## src/rtl/bcd_serial_add_ctrl.sv

```systemverilog
// Serial packed-BCD adder: one shared digit stage, LSD first, carry held between steps.
// Define BCD_SUB_EN to add the sub port for ten's-complement subtraction.
module bcd_serial_add_ctrl #(
  parameter int unsigned DIGITS = 4
) (
  input  logic                  clock_100Mhz,
  input  logic                  reset,
  input  logic                  start,
  input  logic [4*DIGITS-1:0]   op_a,
  input  logic [4*DIGITS-1:0]   op_b,
  input  logic                  carry_in,
`ifdef BCD_SUB_EN
  input  logic                  sub,
`endif
  output logic                  busy,
  output logic                  done,
  output logic [4*DIGITS-1:0]   sum,
  output logic                  carry_out,
  output logic                  error
);

  localparam int unsigned W    = 4 * DIGITS;
  localparam int unsigned IdxW = (DIGITS > 1) ? $clog2(DIGITS) : 1;

  typedef enum logic [1:0] {StIdle, StLoad, StAdd, StDone} state_e;

  state_e            state_q, state_d;
  logic              start_q;
  logic [W-1:0]      a_q, a_d, b_q, b_d, sum_q, sum_d;
  logic              c_q, c_d, carry_out_q, carry_out_d, error_q, error_d;
  logic [IdxW-1:0]   idx_q, idx_d;

  logic              launch;
  logic [4:0]        t, t_adj;
  logic              c_next;
  logic [3:0]        digit;

  function automatic logic has_bad_digit(input logic [W-1:0] v);
    logic bad;
    bad = 1'b0;
    for (int unsigned i = 0; i < DIGITS; i++) begin
      if (v[4*i +: 4] > 4'd9) bad = 1'b1;
    end
    return bad;
  endfunction

`ifdef BCD_SUB_EN
  function automatic logic [W-1:0] nines_comp(input logic [W-1:0] v);
    logic [W-1:0] r;
    r = '0;
    for (int unsigned i = 0; i < DIGITS; i++) begin
      r[4*i +: 4] = 4'd9 - v[4*i +: 4];
    end
    return r;
  endfunction
`endif

  assign launch = start & ~start_q;

  // Operand registers shift right each step, so the active digit is always [3:0].
  // The > 9 test uses the full 5-bit sum (up to 19).
  always_comb begin
    t      = {1'b0, a_q[3:0]} + {1'b0, b_q[3:0]} + {4'b0000, c_q};
    c_next = (t > 5'd9);
    t_adj  = t + 5'd6;
    digit  = c_next ? t_adj[3:0] : t[3:0];
  end

  always_comb begin
    state_d     = state_q;
    a_d         = a_q;
    b_d         = b_q;
    c_d         = c_q;
    idx_d       = idx_q;
    sum_d       = sum_q;
    carry_out_d = carry_out_q;
    error_d     = error_q;

    case (state_q)
      StIdle: begin
        if (launch) state_d = StLoad;
      end
      StLoad: begin
        a_d     = op_a;
        b_d     = op_b;
        c_d     = carry_in;
`ifdef BCD_SUB_EN
        if (sub) begin
          b_d = nines_comp(op_b);
          c_d = 1'b1;
        end
`endif
        sum_d   = '0;
        idx_d   = '0;
        error_d = has_bad_digit(op_a) | has_bad_digit(op_b);
        state_d = StAdd;
      end
      StAdd: begin
        for (int unsigned i = 0; i < DIGITS; i++) begin
          if (idx_q == IdxW'(i)) sum_d[4*i +: 4] = digit;
        end
        a_d   = a_q >> 4;
        b_d   = b_q >> 4;
        c_d   = c_next;
        idx_d = idx_q + IdxW'(1);
        if (idx_q == IdxW'(DIGITS - 1)) begin
          carry_out_d = c_next;
          state_d     = StDone;
        end
      end
      StDone: begin
        state_d = launch ? StLoad : StIdle;
      end
      default: state_d = StIdle;
    endcase
  end

  always_ff @(posedge clock_100Mhz or posedge reset) begin
    if (reset) begin
      state_q     <= StIdle;
      start_q     <= 1'b0;
      a_q         <= '0;
      b_q         <= '0;
      c_q         <= 1'b0;
      idx_q       <= '0;
      sum_q       <= '0;
      carry_out_q <= 1'b0;
      error_q     <= 1'b0;
    end else begin
      state_q     <= state_d;
      start_q     <= start;
      a_q         <= a_d;
      b_q         <= b_d;
      c_q         <= c_d;
      idx_q       <= idx_d;
      sum_q       <= sum_d;
      carry_out_q <= carry_out_d;
      error_q     <= error_d;
    end
  end

  assign busy      = (state_q == StLoad) || (state_q == StAdd);
  assign done      = (state_q == StDone);
  assign sum       = sum_q;
  assign carry_out = carry_out_q;
  assign error     = error_q;

endmodule
```

## config.mk

```make
export PLATFORM = sky130hd
export DESIGN_NAME = bcd_serial_add_ctrl
export DESIGN_NICKNAME = d
export VERILOG_FILES = /design/src/rtl/bcd_serial_add_ctrl.sv
export SDC_FILE = /design/constraint.sdc
export NUM_CORES = 1
export LEC_CHECK = 0
export CAP_MARGIN = 20
export CORE_ASPECT_RATIO = 1.4
export CORE_UTILIZATION = 35
export DETAILED_ROUTE_END_ITERATION = 7
export PLACE_DENSITY = 0.69
export SLEW_MARGIN = 5
export SYNTH_ARGS = -nofsm -noshare
export SYNTH_HDL_FRONTEND = slang
export SYNTH_SLANG_ARGS = --single-unit
```

## constraint.sdc

```tcl
create_clock -name clock_100Mhz -period 4.8 [get_ports clock_100Mhz]
set_clock_uncertainty 0.2 [all_clocks]
set_input_delay 0.96 -clock clock_100Mhz [delete_from_list [all_inputs] [get_ports clock_100Mhz]]
set_output_delay 0.96 -clock clock_100Mhz [all_outputs]
set_load 0.02 [all_outputs]
```

==> results by group <==
Worst setup path
  – Slowest-stage cell, CP: fa_1
  – R2R depth: 8
  – Crit path max fanout: 4
  – Critical path arrival: 3150 ps
  – Crit-path max cell delay: 480 ps
  – CP Class: flip-flop to flip-flop
  – Critical Path Most Common Cell: fa_1
  – Worst endpoint required time: 4810 ps
  – CP Capture Type: flip-flop
  – Critical path launch point type: flip-flop
  – Critical-path cell list: fa_1 > fa_1 > xnor2_1 > ha_1 > nor2b_1 > o41a_4 > mux2i_2 > a32o_2

CTS
  – TritonCTS clock tree: built
  – Total CTS buffers: 5
  – Hold buffer count at CTS: 0
  – Clk root buf: clkbuf_8
  – Maximum buffer depth of the clock tree: 2
  – Post-CTS Resized: 0
  – Clock-pin slew on the worst setup and hold paths: 100 ps
  – Worst-Skew Late Latency: 310 ps
  – Clock Sink Count: 56
  – Total setup buffers inserted after CTS: 0
  – H-tree lvl count: 2

Yosys
  – Seq/Total Area, Yosys: 0.502
  – Mean Syn Cell Area: 10.2 µm²
  – Post-Synth Adder-Cell Area: 0.0727
  – Synth warnings: 0
  – Largest family of logic cells by synthesized area: compound AO/OA/AOI/OAI gates
  – Post-Syn Nets: 324
  – Mux contribution to synthesized area: 0.118
  – Post-synthesis simple-gate area fraction: 0.105
  – Post-synthesis cell type count: 28
  – Synth Instances: about 270
  – Compound-Gate Fraction of Synth Area: 0.155
  – Post-Syn Area: 2790 µm²
  – XOR/XNOR share of the synthesized area: 0.00628
  – Synth Register Bits: 56

STA
  – Fin. Hold Viols: 0
  – Final Max Tran Viols: 0
  – RSZ-0062 raised after global routing: false
  – Setup tns final: 0 ps
  – Slew HR: 0.415
  – Period utilization: 0.655
  – Fmax: 318 MHz
  – Worst Tran Pin Value: ~900 ps
  – Final Setup Violations: 0
  – PnR worst setup slack: 1660 ps
  – Final Critical Period: 3140 ps

Finish
  – Filler instances: 753
  – Fraction of layout cells with a size suffix above 1: 0.0828
  – Most frequent cells in the layout: dfrtp_1 (56), clkdlybuf4s50_1 (55), o21ai_0 (30), a21oi_1 (30), nor2_1 (28)
  – Fin area: 3600 µm²
  – Final core occ: 0.464
  – Area Growth Syn to Fin: 29.0%
  – Most common cell after layout, fill and taps aside: dfrtp_1
  – # diodes: 0
  – NumNets Final: 376

Floorplan
  – # rows: 38
  – Effective utilization at floorplan: 0.360
  – Core ar.: about 7700 µm²
  – Die H: 108 µm
  – I/O pins: 56
  – Die area: 8330 µm²
  – Die W: 77.4 µm

Global route
  – GRT Max-Usage Layer: met2
  – GR Util met2: 0.274
  – Total gr overflow: 0
  – Total track usage: 0.155
  – Vias in the first global route: approximately 2,100
  – Initial antenna violation count: 0
  – GR met1 Demand/Resource: 0.183
  – Largest net degree at the start of global routing: 64
  – First-pass GRT wire length: roughly 10 mm
  – GRT met3 Usage: 0.0212

Detailed routing
  – Post-Route WL: 5.83 mm
  – # DRC: 0
  – Post-DR wirelength/cell: 13.7 µm
  – ANT nets after route: 0
  – Drt pass-1 iters: 4
  – Vias/cell: roughly 4.9
  – DR vias: roughly 2,100
  – Initial DRC Count: 84

Placed design
  – Pre-CTS setup slack: ~1700 ps
  – Final HPWL DP: 4.34 mm
  – Port bufs: 55
  – Gpl congestion: around 0.75
  – DP Area: between 3000 and 4000 µm²

Power and ir drop
  – Design Power: between 0.002 and 0.003 W
  – Worst VDD drop: about 0.0003 V
  – Leakage: roughly 1.5 nW
  – Pwr Density: 771 nW/µm²

Worst hold path
  – Hold WC Path Type: flip-flop to flip-flop
  – Worst hold path depth: 2

Status
  – Status: complete, no violations

Run
  – Max-cap violations: 0
## cell usage after synthesis
master / number / area, µm²
a32o_1: 1 / 10.0
fa_1: 2 / 40.0
a21oi_1: 30 / 150
o41a_4: 1 / 21.3
mux2_2: 4 / 45.0
clkbuf_1: 10 / 37.5
and2_1: 1 / 6.26
and3_4: 2 / 22.5
nand2b_1: 3 / 18.8
a32o_2: 4 / 45.0
o21ai_0: 30 / 150
mux2i_2: 1 / 13.8
buf_2: 3 / 15.0
nand4_1: 2 / 12.5
a2111oi_0: 1 / 8.76
a21o_2: 1 / 8.76
dfrtp_1: 56 / 1400
xnor2_1: 2 / 17.5
nor2b_1: 3 / 18.8
a31oi_1: 1 / 6.26
o22ai_1: 1 / 6.26
mux2i_1: 27 / 270
a22o_1: 3 / 26.3
ha_1: 13 / 163
nand3_1: 6 / 30.0
nor2_1: 28 / 105
inv_1: 16 / 60.1
nand2_1: 21 / 78.8
## path summary, 6_finish.rpt
| kind | slack (ps) | startpoint | endpoint |
|---|---|---|---|
| worst min register to register | 280 | sum[15] | sum[15] |
| worst max register to register | 1660 | a_q[0] | sum[10] |
| max in group asynchronous | 2730 | reset | b_q[3] |
| worst max-delay path | 1660 | a_q[0] | sum[10] |
| worst min-delay path | 280 | sum[15] | sum[15] |
| min in group asynchronous | 950 | reset | state_q[0] |
## metal layers
layer	wire, µm	share of wire	up-vias
met3	167	0.029	10
met1	2500	0.43	994
met2	3000	0.51	48
met4	161	0.028	0
met5	0	0	-
li1	-	-	1047
## power breakdown
part	internal, W	switching (W)	total (W)
clock	0.000261	0.000156	0.000417
sequential	0.000685	0.000121	0.000806
combinational	0.000666	0.000885	0.00155
## registers in the layout (all words and copies together), names as in the netlist
| signal | flops |
|---|---|
| a_q | 16 |
| b_q | 16 |
| sum | 16 |
| idx_q | 2 |
| state_q | 2 |
| c_q | 1 |
| carry_out | 1 |
| error | 1 |
| start_q | 1 |
## cell type report
cell class | instances | area (µm²) | share of cell area
clock buffer | 5 | 68.8 | 0.0191
timing repair buffer | 58 | 573 | 0.159
clock inverter | 3 | 90.1 | 0.0250
multi-input combinational | 188 | 1280 | 0.356
tap | 100 | 125 | 0.0348
sequential | 56 | 1400 | 0.389
inverter | 16 | 60.1 | 0.0167
## metrics by stage
step | std cells | hold slack [ps]
after floorplan | 273 | 289
after global placement | 418 | 266
after detailed placement | 418 | 272
after CTS | 426 | 294
after global routing | 426 | 330
final | 426 | 285
## critical path, delay by kind of cell, from the launching register on
kind / cells / cell delay [ps]
fa+ha+maj: 3 / 1150
mux: 1 / 200
compound gates: 2 / 750
simple gates: 1 / 150
xor+xnor: 1 / 190
flops: 1 / 410
## cell families after synthesis
group	count (synthesis)
fa+ha+maj	15
simple gates	66
flops	56
compound gates	73
buf+inv	29
xor+xnor	2
mux	32
No activity file was read; power rests on OpenSTA's default activity.
